<file path="config.mk">
export PLATFORM = sky130hd
export DESIGN_NAME = rf_write_arbiter
export DESIGN_NICKNAME = d
export VERILOG_FILES = /design/src/rtl/rf_arb_pkg.sv /design/src/rtl/rr_arbiter.sv /design/src/rtl/rf_write_arbiter.sv
export SDC_FILE = /design/constraint.sdc
export NUM_CORES = 1
export LEC_CHECK = 0
export ABC_AREA = 1
export CORE_MARGIN = 4
export CORE_UTILIZATION = 37
export DETAILED_ROUTE_END_ITERATION = 10
export PLACE_DENSITY_LB_ADDON = 0.25
export SLEW_MARGIN = 40
export SYNTH_ARGS = -nofsm -noshare
export SYNTH_HDL_FRONTEND = slang
export SYNTH_SLANG_ARGS = --single-unit
</file>
<file path="constraint.sdc">
create_clock -name clk -period 4.5 [get_ports clk]
set_input_delay 0.9 -clock clk [delete_from_list [all_inputs] [get_ports clk]]
set_output_delay 0.9 -clock clk [all_outputs]
set_load 0.01 [all_outputs]
</file>
<file path="src/rtl/rf_arb_pkg.sv">
// Shared register-file write types for rf_write_arbiter and its round-robin arbiter.
// The optional forwarding stage in the top level is enabled with RF_WR_FWD_EN.
package rf_arb_pkg;

  localparam int REG_ADDR_W = 5;
  localparam int NUM_REGS   = 32;

  typedef logic [REG_ADDR_W-1:0] reg_addr_t;

  localparam reg_addr_t ZERO_REG = 5'd0;

  typedef struct packed {
    reg_addr_t   addr;
    logic [31:0] data;
  } wr_req_t;

  // Register 0 is hard-wired, so writes to it are discarded and reads never forward.
  function automatic logic is_live_reg(input reg_addr_t addr);
    return addr != ZERO_REG;
  endfunction

endpackage

</file>
<file path="src/rtl/rr_arbiter.sv">
// Combinational round-robin arbiter: the search starts one past last_ptr and wraps,
// the first asserted request wins.
module rr_arbiter
  import rf_arb_pkg::*;
#(
  parameter  int NUM_REQ = 3,
  localparam int IDX_W   = $clog2(NUM_REQ)
) (
  input  logic [NUM_REQ-1:0] req,
  input  logic [IDX_W-1:0]   last_ptr,
  output logic [NUM_REQ-1:0] gnt,
  output logic [IDX_W-1:0]   gnt_idx
);

  int               pos;
  logic [IDX_W-1:0] sel;
  logic             found;

  always_comb begin
    gnt     = '0;
    gnt_idx = '0;
    found   = 1'b0;
    pos     = 0;
    sel     = '0;
    for (int k = 1; k <= NUM_REQ; k++) begin
      pos = (int'(last_ptr) + k) % NUM_REQ;
      sel = IDX_W'(pos);
      if (!found && req[sel]) begin
        found    = 1'b1;
        gnt[sel] = 1'b1;
        gnt_idx  = sel;
      end
    end
  end

endmodule

</file>
<file path="src/rtl/rf_write_arbiter.sv">
// Round-robin arbiter sharing the register_file write port among NUM_REQ requesters.
// Define RF_WR_FWD_EN to add the read-data forwarding ports and compare logic.
module rf_write_arbiter
  import rf_arb_pkg::*;
#(
  parameter  int NUM_REQ = 3,
  parameter  int DATA_W  = 32,
  localparam int IDX_W   = $clog2(NUM_REQ)
) (
  input  logic                         clk,
  input  logic                         rst,
  input  logic                         wr_hold,
  input  logic [NUM_REQ-1:0]           req_valid,
  output logic [NUM_REQ-1:0]           req_ready,
  input  logic [NUM_REQ*REG_ADDR_W-1:0] req_addr,
  input  logic [NUM_REQ*DATA_W-1:0]    req_data,
  output reg_addr_t                    rd_addr,
  output logic [DATA_W-1:0]            rd_w_data,
  output logic [IDX_W-1:0]             grant_id
`ifdef RF_WR_FWD_EN
  ,
  input  reg_addr_t                    rs_addr,
  input  reg_addr_t                    rt_addr,
  input  logic [DATA_W-1:0]            rs_data_rf,
  input  logic [DATA_W-1:0]            rt_data_rf,
  output logic [DATA_W-1:0]            rs_data,
  output logic [DATA_W-1:0]            rt_data
`endif
);

  logic [IDX_W-1:0]   last_ptr_q, last_ptr_d;
  reg_addr_t          rd_addr_q, rd_addr_d;
  logic [DATA_W-1:0]  rd_w_data_q, rd_w_data_d;
  logic [IDX_W-1:0]   grant_id_q, grant_id_d;

  logic [NUM_REQ-1:0] req_elig;
  logic [NUM_REQ-1:0] gnt;
  logic [IDX_W-1:0]   gnt_idx;
  logic               xfer;
  reg_addr_t          sel_addr;
  logic [DATA_W-1:0]  sel_data;

  // Requests are masked rather than grants so the pointer never moves while held or in reset.
  assign req_elig = (rst && !wr_hold) ? req_valid : '0;

  rr_arbiter #(
    .NUM_REQ (NUM_REQ)
  ) u_rr_arbiter (
    .req      (req_elig),
    .last_ptr (last_ptr_q),
    .gnt      (gnt),
    .gnt_idx  (gnt_idx)
  );

  assign req_ready = gnt;
  assign xfer      = |gnt;

  // One-hot AND-OR mux keeps the selection free of variable part-selects.
  always_comb begin
    sel_addr = '0;
    sel_data = '0;
    for (int i = 0; i < NUM_REQ; i++) begin
      if (gnt[i]) begin
        sel_addr = sel_addr | req_addr[i*REG_ADDR_W +: REG_ADDR_W];
        sel_data = sel_data | req_data[i*DATA_W +: DATA_W];
      end
    end
  end

  always_comb begin
    last_ptr_d  = last_ptr_q;
    grant_id_d  = grant_id_q;
    rd_addr_d   = ZERO_REG;
    rd_w_data_d = '0;
    if (xfer) begin
      last_ptr_d  = gnt_idx;
      grant_id_d  = gnt_idx;
      rd_addr_d   = sel_addr;
      rd_w_data_d = sel_data;
    end
  end

  // Reset pointer at the last index so requester 0 wins first after reset.
  always_ff @(posedge clk or negedge rst) begin
    if (!rst) begin
      last_ptr_q  <= IDX_W'(NUM_REQ - 1);
      grant_id_q  <= '0;
      rd_addr_q   <= ZERO_REG;
      rd_w_data_q <= '0;
    end else begin
      last_ptr_q  <= last_ptr_d;
      grant_id_q  <= grant_id_d;
      rd_addr_q   <= rd_addr_d;
      rd_w_data_q <= rd_w_data_d;
    end
  end

  assign rd_addr   = rd_addr_q;
  assign rd_w_data = rd_w_data_q;
  assign grant_id  = grant_id_q;

`ifdef RF_WR_FWD_EN
  function automatic logic [DATA_W-1:0] fwd_sel(
    input reg_addr_t         rd_a,
    input reg_addr_t         wr_a,
    input logic [DATA_W-1:0] wr_d,
    input logic [DATA_W-1:0] raw
  );
    return (is_live_reg(rd_a) && rd_a == wr_a) ? wr_d : raw;
  endfunction

  assign rs_data = fwd_sel(rs_addr, rd_addr_q, rd_w_data_q, rs_data_rf);
  assign rt_data = fwd_sel(rt_addr, rd_addr_q, rd_w_data_q, rt_data_rf);
`endif

endmodule
</file>
# Word-level counts from Yosys, hierarchy flattened
# Index checks and enable logic that the tools add are counted.
# classes
add_sub_neg	3
div	3
magnitude_cmp	6
n_mux	29
n_bitwise	6
n_reduce_logical	10
# ops
op	count
two-way mux 32 bit	4
modulo 32 x 3 -> 32 bit (second input constant)	3
bitwise OR 32 bit	2
two-way mux 5 bit	4
two-way mux 3 bit	4
bitwise OR 5 bit	2
less-than comparator 2 x 3 -> 1 bit (second input constant)	3
two-way mux 1 bit	8
adder 2 x 2 -> 3 bit (second input constant)	2
binary-select mux 1 bit (select 2 bit)	3
demux 1 bit (select 2 bit)	3
greater-or-equal comparator 2 x 1 -> 1 bit (second input constant)	3
logical AND 1 bit	6
two-way mux 2 bit	3
bitwise OR 3 bit	2
adder 2 x 1 -> 3 bit (second input constant)	1
logical NOT 1 bit	3
OR reduction 3 bit	1
# totals
ff_bits	41
out_inout_bits	42
wordCells	61

# Depth between registers and ports, before layout
# Gate-level depths: netlist of run 1.
# logic_depth
word_depth	18
depth_mapped	15
mapped_depth_nobuf	14

# Hierarchy
# From an unflattened synthesis of run 1, not the netlist that was laid out.
# unflattened
hier_cells	274
area_unflattened_um2	2099.5
# by_module_without_submodules
module	instances	cells_per_inst	area_each_um2	seq_area_each_um2
rf_write_arbiter	1	220	1820.5	1002.2
rr_arbiter	1	54	279.0	0.0

# Worst setup path after synthesis of run 1
# No wires, ideal clock.
# synth_path
kind	input to output
start	input port wr_hold
end	output port req_ready[0]
t_arrival_ns	1.838
t_required_ns	3.600
path_slack_ns	1.762
stages	11
path_cell_list	inv_2 -> nand2_2 -> nor2_4 -> nand2_1 -> nand2_2 -> nand2_4 -> nand3_2 -> nand2_2 -> nor2_4 -> inv_2 -> buf_2
# synth_via
elab_chain_len	12
# synth_lines
element	line_no	source
from (decl)	rf_write_arbiter.sv:12	input logic wr_hold,
logical NOT 1 bit (*)	rf_write_arbiter.sv:44	assign req_elig = (rst && !wr_hold) ? req_valid : '0;
logical AND 1 bit (*)	rf_write_arbiter.sv:44	
two-way mux 3 bit (*)	rf_write_arbiter.sv:44	
binary-select mux 1 bit (select 2 bit)	rr_arbiter.sv:28	if (!found && req[sel]) begin
two-way mux 1 bit (implied by the code)	rr_arbiter.sv:28	
two-way mux 1 bit	rr_arbiter.sv:28	
logical NOT 1 bit	rr_arbiter.sv:28	
logical AND 1 bit	rr_arbiter.sv:28	
two-way mux 1 bit	rr_arbiter.sv:28	
logical NOT 1 bit	rr_arbiter.sv:28	
logical AND 1 bit	rr_arbiter.sv:28	
two-way mux 3 bit (*)	rr_arbiter.sv:28	
to (decl)	rf_write_arbiter.sv:14	output logic [NUM_REQ-1:0] req_ready,
# Mark *: on every way between the ends. The rest lies on a longest branch, timed or not. The select of a mux whose other input is x is not followed.

# Worst setup path in the final report of run 1
# Same ends and word-level chain as after synthesis.

==> reports/qor.txt, run 1 <==
Reg area: 1000 µm²
PwrDens: 537 nW/µm²
fin nets: 559
commonest non-fill, non-tap cell in the layout: clkdlybuf4s50_1
Syn. warnings: 0
final critical-path share of the clock period: 0.826
Setup CP Type: input pin to primary output
full die area: 7060 µm²
status: complete, no violations
Top Ports: 159
Hold Path Class: flop to flop
Port Buf Inserts: 158
maximum vdd drop: 0.306 mV
#FFs+latches synth: 40
dpl cell area: 3760 µm²
worst-path cell chain: clkdlybuf4s50_1 > inv_2 > nand3_1 > nand2_1 > nand2_1 > nand2_2 > nand2_4 > nand3_2 > nor2_2 > nor2_4 > inv_2 > clkdlybuf4s50_1
vias in the first global route: 2,349
Overflow after GRT: 0
share of cells above drive strength 1: 0.0888
largest net degree at the start of global routing: 39
dpl hpwl: 5800 µm
largest fanout on the critical path: 8
final hold viol count: 0
Crit path buffers/inverters: 4
post-CTS setup buffers: 0
Post-Syn Instances: 281
Slew HR: 0.695
RSZ-0062 raised after global routing: false
Die W: 84.0 µm
Ant. Diodes: 0
Avg Cell Area, Syn: 7.61 µm²
CP max stage cell: clkdlybuf4s50_1
crit path capture type: primary output
cell family with most CP delay: buffers and inverters
Starting Density: 0.386
biggest cell delay along the critical path: 550 ps
Post-Route Skew: 12.0 ps
Synthesized Nets: 402
GP Congestion: 0.885
post-route antenna net violation count: 0
filler instances: 460
sequential area share after synthesis: 0.469
post-CTS sizing: 0
multi-input logic area: 1010 µm²
Placed Cells incl. Taps: 503
most frequent cells in the layout: clkdlybuf4s50_1 (157), nand2_1 (126), nand3_1 (52)
number of distinct library cells after synthesis: 21
CTS sink count: 40
first-pass GRT wire length: 11,600 µm
row cnt: 27
fin. max-slew vios: 0
CP startpoint kind: input pin
drt wl/cell: 14.2 µm
Req. time, crit path: 3600 ps
Vias/cell: 4.70
Area Overhead vs Synth: 81.4%
final setup vio count: 0
Worst-path clk slew: 70 ps
CTS H-tree lvls: 2
synthesized area: 2140 µm²
via count: 2,400
FMAX: 269 MHz
measured slew at the worst slew-check pin: 458 ps
DRT iter0 DRCs: 143
fin crit period: 3720 ps
arrival time worst endpoint: 2820 ps
max-cap check violation count: 0
DRT Pass-1 Iters: 5
Residual DRC: 0
CORE AREA: 5540 µm²
clock latency on the worst-skew pair: 290 ps
Cell Count, Final, Fillers Out: 511
All-Layer GR Usage: 0.208
initial antenna violation count: 0
Root Buffer: clkbuf_8
P_leak: 1.76 nW
WL final: 7240 µm
TritonCTS clock tree: done
Setup TNS: 0 ps
CTS buffer count: 5
Hold Buf Count CTS: 0
clk buf depth: 2
cell area after layout: 3880 µm²
Die Height: 84.0 µm
path summary, 6_finish.rpt:
path | start | endpoint | slack (ps) | cells past startpoint
min in group asynchronous | rst | rd_w_data[12] | 680 | 2
setup / recovery | wr_hold | req_ready[0] | 780 | 12
hold reg to reg | last_ptr_q[1] | last_ptr_q[1] | 510 | 2
max in group asynchronous | rst | last_ptr_q[1] | 3550 | 2
hold / removal | last_ptr_q[1] | last_ptr_q[1] | 510 | 2
setup reg to reg | last_ptr_q[0] | rd_w_data[1] | 2010 | 14
cell families after synthesis:
kind of cell / count (synthesis) / share of synthesized area
AO/OA/AOI/OAI: 2 / 0.00527
adder cells (fa/ha/maj): 4 / 0.0234
buffers and inverters: 25 / 0.0608
flip-flops: 40 / 0.469
AND/OR/NAND/NOR: 210 / 0.442
per-stage QoR:
stage               power, mW  setup WS [ps]  hold slack (ps)   util
global route             2.26            652              549  0.700
global placement         1.79            842              504  0.678
CTS                      2.12            789              514  0.700
floorplan                1.26           1760              482      -
finish                   2.08            782              510  0.700
detailed placement       1.81            796              501  0.678
per-layer routing:
layer / vias up / GRT usage / part of all wire
li1: 1203 / - / -
met1: 1071 / 0.238 / 0.39
met2: 122 / 0.353 / 0.48
met3: 4 / 0.0918 / 0.12
met4: 0 / 0.0512 / 0.0087
met5: - / 0 / 0
worst register-to-register path, cell delays in order, from the launching register on:
cell and delay, ps:
dfrtp_1 440, inv_1 90, ha_1 410, inv_2 140
nand2_1 80, nand2_1 90, nand2_2 70, nand2_4 100
nand3_2 110, nor2_2 140, nor2_4 60, inv_2 50
buf_4 380, nand2_1 150, nand3_1 100
cell usage after synthesis:
library cell / instances / area, µm²
inv_2: 3 / 11.3
ha_1: 4 / 50.1
nand2_4: 1 / 11.3
nor2_1: 5 / 18.8
nor2_2: 2 / 12.5
inv_1: 9 / 33.8
nand4_1: 5 / 31.3
nand3b_1: 1 / 7.51
nand3_1: 52 / 260
clkbuf_1: 3 / 11.3
buf_2: 5 / 25.0
dfrtp_1: 39 / 976
a31oi_1: 1 / 6.26
o21ai_0: 1 / 5.00
buf_4: 2 / 15.0
nor2_4: 2 / 22.5
nand2_2: 14 / 87.6
nand2_1: 126 / 473
dfstp_2: 1 / 26.3
buf_6: 3 / 33.8
nand3_2: 2 / 20.0
final cells by class:
class,instances,area share
Sequential cell,40,0.258
Tap cell,72,0.0232
Multi-Input combinational cell,216,0.259
Clock inverter,2,0.0100
Timing Repair Buffer,163,0.416
Inverter,12,0.0116
Clock buffer,6,0.0213
where the power goes:
| group | leakage [nW] | switching, mW | internal (mW) |
|---|---|---|---|
| Combinational | 1.18 | 0.673 | 0.558 |
| Clock | 0.0614 | 0.123 | 0.181 |
| Sequential | 0.517 | 0.0408 | 0.505 |
| Total | 1.76 | 0.837 | 1.24 |
sequential cells by signal, indices dropped and copies added, names as in the netlist:
signal	count
rd_w_data	32
rd_addr	5
last_ptr_q	2
grant_id	1
Power figures use the tool's default switching activity.
==> run 2, diff against run 1 <==
Settings changed: CORE_UTILIZATION 37 to 31.
Clock period 4.5 ns to 3.1 ns, I/O delays scaled along.
==> reports/qor.txt, run 2 (synthesis gave the netlist of run 1 again) <==
status: complete, no violations
Vias/cell: 4.60
commonest non-fill, non-tap cell in the layout: clkdlybuf4s50_1
CTS buffer count: 5
clk buf depth: 2
clock latency on the worst-skew pair: 290 ps
max FFs per register: 32
FMAX: 355 MHz
filler instances: 638
Setup TNS: 0 ps
CTS H-tree lvls: 2
full die area: 8290 µm²
max-cap check violation count: 0
Area Overhead vs Synth: 81.9%
DRT iter0 DRCs: 75
fin. max-slew vios: 0
row cnt: 30
GP Congestion: 0.869
fin crit period: 2820 ps
CTS sink count: 40
Overflow after GRT: 0
Root Buffer: clkbuf_8
Hold Path Class: input pin to asynchronous set/reset pin
TritonCTS clock tree: done
fin nets: 561
Post-Route Skew: 4.82 ps
initial antenna violation count: 0
largest fanout on the critical path: 8
All-Layer GR Usage: 0.175
maximum vdd drop: 0.456 mV
measured slew at the worst slew-check pin: 465 ps
WL final: 7360 µm
dpl hpwl: 5760 µm
Ant. Diodes: 0
via count: 2,395
CP startpoint kind: flop
dpl cell area: 3780 µm²
worst hold slack: 171 ps
Top Ports: 159
drt wl/cell: 14.1 µm
Slew HR: 0.690
arrival time worst endpoint: 2200 ps
DRT Pass-1 Iters: 5
Placed Cells incl. Taps: 513
CORE AREA: 6760 µm²
largest net degree at the start of global routing: 39
PwrDens: 761 nW/µm²
most frequent cells in the layout: clkdlybuf4s50_1 (154), nand2_1 (126), nand3_1 (52)
first-pass GRT wire length: 11,600 µm
vias in the first global route: 2,273
Req. time, crit path: 2480 ps
final hold viol count: 0
post-route antenna net violation count: 0
final setup vio count: 0
Setup CP Type: flop to primary output
final critical-path share of the clock period: 0.910
P_leak: 1.78 nW
RSZ-0062 raised after global routing: false
Starting Density: 0.316
Die Height: 91.1 µm
Residual DRC: 0
fin util: 0.576
cell area after layout: 3890 µm²
share of cells above drive strength 1: 0.0952
crit path capture type: primary output
Port Buf Inserts: 158
Die W: 91.1 µm
Worst-path clk slew: 80 ps
Cell Count, Final, Fillers Out: 521
==> run 2: through the flow <==
stage	setup WS (ps)	power, mW
after floorplan	749	1.83
after global placement	55.3	2.62
after detailed placement	45.3	2.65
after CTS	38.9	3.03
after global routing	100	3.22
final	280	2.96
==> run 2: final cells by class <==
class                           instances  area [µm²]  area share
Tap cell                               80         100      0.0257
Timing Repair Buffer                  165        1630       0.420
Sequential cell                        40        1000       0.258
Clock inverter                          2        15.0     0.00386
Clock buffer                            6        82.6      0.0212
Multi-Input combinational cell        216        1010       0.259
Inverter                               12        47.5      0.0122
==> run 2: final timing paths <==
path / start / cells past startpoint / end / slack [ps]
worst max-delay path: last_ptr_q[1] / 11 / req_ready[0] / 280
worst max register to register: last_ptr_q[1] / 13 / rd_addr[1] / 770
max in group asynchronous: rst / 2 / last_ptr_q[1] / 2390
worst min-delay path: rst / 1 / last_ptr_q[0] / 170
min in group clk: last_ptr_q[1] / 2 / last_ptr_q[1] / 530
worst min register to register: last_ptr_q[1] / 2 / last_ptr_q[1] / 530
==> run 2: worst max-delay path, cell delays in order (launching register included) <==
cell	delay, ps
dfstp_2	570
ha_2	340
inv_4	110
nand2_1	70
nand2_1	80
nand2_2	70
nand2_4	100
nand3_2	80
nor2_2	130
nor2_4	40
inv_2	40
dlygate4sd2_1	260
==> run 2: timing repair <==
item	in CTS	in global routing
gates cloned	0	0
resized for setup	3	2
hold buffers	0	0
endpoints found under the hold margin	0	0
endpoints found under the setup margin	1	2
buffers inserted	0	0
==> run 2: per-layer routing <==
layer  global-route usage  up-vias  share of wire
met5                    0        -              0
met4               0.0490        0          0.011
met1                0.201     1056           0.40
met2                0.308      125           0.49
li1                     -     1206              -
met3               0.0613        8           0.10
==> run 2: power breakdown <==
part | internal (mW) | switching, mW
Sequential | 0.733 | 0.0581
Clock | 0.180 | 0.185
Combinational | 0.820 | 0.981
==> run 3, diff against run 2 <==
Settings changed: CORE_UTILIZATION 31 to 55, DONT_BUFFER_PORTS from default to 1, GPL_ROUTABILITY_DRIVEN from default to 0.
==> reports/qor.txt, run 3 (synthesis gave the netlist of run 1 again) <==
drt wl/cell: 16.4 µm
clk buf depth: 2
Top Ports: 159
initial antenna violation count: 0
final setup vio count: 0
clock latency on the worst-skew pair: 280 ps
maximum vdd drop: 0.867 mV
CP startpoint kind: flop
vias in the first global route: 1,768
Setup CP Type: flop to primary output
Placed Cells incl. Taps: 321
measured slew at the worst slew-check pin: 272 ps
crit path capture type: primary output
fin crit period: 2850 ps
Crit. Startpoint: last_ptr_q[0]
Post-Route Skew: 2.36 ps
full die area: 4950 µm²
Area Overhead vs Synth: 6.38%
most frequent cells in the layout: nand2_1 (126), nand3_1 (52), dfrtp_1 (39)
post-CTS setup buffers: 0
fin. max-slew vios: 0
Residual DRC: 0
status: complete, no violations
CTS sink count: 40
share of cells above drive strength 1: 0.135
Req. time, crit path: 2480 ps
Overflow after GRT: 0
worst hold slack: 30.5 ps
Slew HR: 0.819
final critical-path share of the clock period: 0.921
Setup TNS: 0 ps
TritonCTS clock tree: done
Starting Density: 0.575
via count: 1,833
commonest non-fill, non-tap cell in the layout: nand2_1
RSZ-0062 raised after global routing: false
Root Buffer: clkbuf_8
Worst-path clk slew: 80 ps
CTS H-tree lvls: 2
final hold viol count: 0
Hold Path Class: input pin to asynchronous set/reset pin
Cell Count, Final, Fillers Out: 329
first-pass GRT wire length: 8450 µm
WL final: 5400 µm
All-Layer GR Usage: 0.215
row cnt: 22
arrival time worst endpoint: 2230 ps
largest fanout on the critical path: 20
final worst slack: 246 ps
dpl hpwl: 4270 µm
P_leak: 1.15 nW
Crit Reg-Reg Startpoint: last_ptr_q[0]
max FFs per register: 32
fin util: 0.612
Die Height: 70.4 µm
CORE AREA: 3720 µm²
PwrDens: 1080 nW/µm²
Ant. Diodes: 0
FMAX: 350 MHz
max-cap check violation count: 0
DRT iter0 DRCs: 202
Vias/cell: 5.57
DRT Pass-1 Iters: 5
CTS buffer count: 5
Place WS: 460 ps
post-route antenna net violation count: 0
largest net degree at the start of global routing: 46
Die W: 70.4 µm
filler instances: 348
fin nets: 401
Port Buf Inserts: 0
==> run 3: changes by cell type in the layout (fill, tap and decap cells not counted), sizes merged <==
cell           change
clkinvlp           -2
dlymetal6s2s       -2
dlygate4sd2        -1
clkinv             +1
clkdlybuf4s50    -154
buf                -3
bufinv             +1
==> run 3: cell type report <==
type	count	area, µm²	share of cell area
clock buffer	6	82.6	0.0363
clock inverter	2	38.8	0.0171
inverter	12	47.5	0.0209
multi-input combinational	216	1010	0.442
sequential	40	1000	0.441
tap	48	60.1	0.0264
timing repair buffer	5	37.5	0.0165
==> run 3: worst paths after layout <==
path	endpoint	slack (ps)	cells after the start
worst max-delay path	req_ready[0]	250	11
worst min-delay path	rd_w_data[4]	30	0
worst max register to register	rd_w_data[5]	580	14
worst min register to register	last_ptr_q[1]	530	2
max in group asynchronous	last_ptr_q[1]	2880	0
min in group clk	rd_w_data[23]	450	2
==> run 3: power by group <==
group	switching, mW	leakage (nW)	internal, mW	total [mW]
clock	0.172	0.0614	0.263	0.435
combinational	0.732	0.573	0.360	1.09
sequential	0.191	0.517	0.738	0.929
total	1.09	1.15	1.36	2.46
==> run 3: timing repair <==
| action | 4_1_cts | 5_1_grt |
|---|---|---|
| endpoints found under the setup margin | 0 | 1 |
| resized for setup | 0 | 2 |
| hold buffers | 0 | 0 |
| hold endpoints to repair | 0 | 0 |
==> run 3: metrics by stage <==
step / power, mW / cell area [µm²]
after floorplan: 1.83 / 2140
after global placement: 2.01 / 2150
after detailed placement: 2.05 / 2150
after CTS: 2.49 / 2270
after global routing: 2.69 / 2270
final: 2.46 / 2270
==> run 3: critical path, cell delays in order (launching register included) <==
cell     delay, ps
dfrtp_1        470
inv_1          100
ha_1           400
inv_2          140
nand2_1         80
nand2_1         80
nand2_2         70
nand2_4        110
nand3_2        100
nor2_2         140
nor2_4          60
inv_4          180
==> run 3: layer usage <==
layer | track usage | vias to the layer above | wire length (µm)
li1 | - | 886 | -
met1 | 0.234 | 843 | 1900
met2 | 0.378 | 100 | 2800
met4 | 0.0511 | 0 | 38
met3 | 0.0993 | 4 | 658
met5 | 0 | - | 0
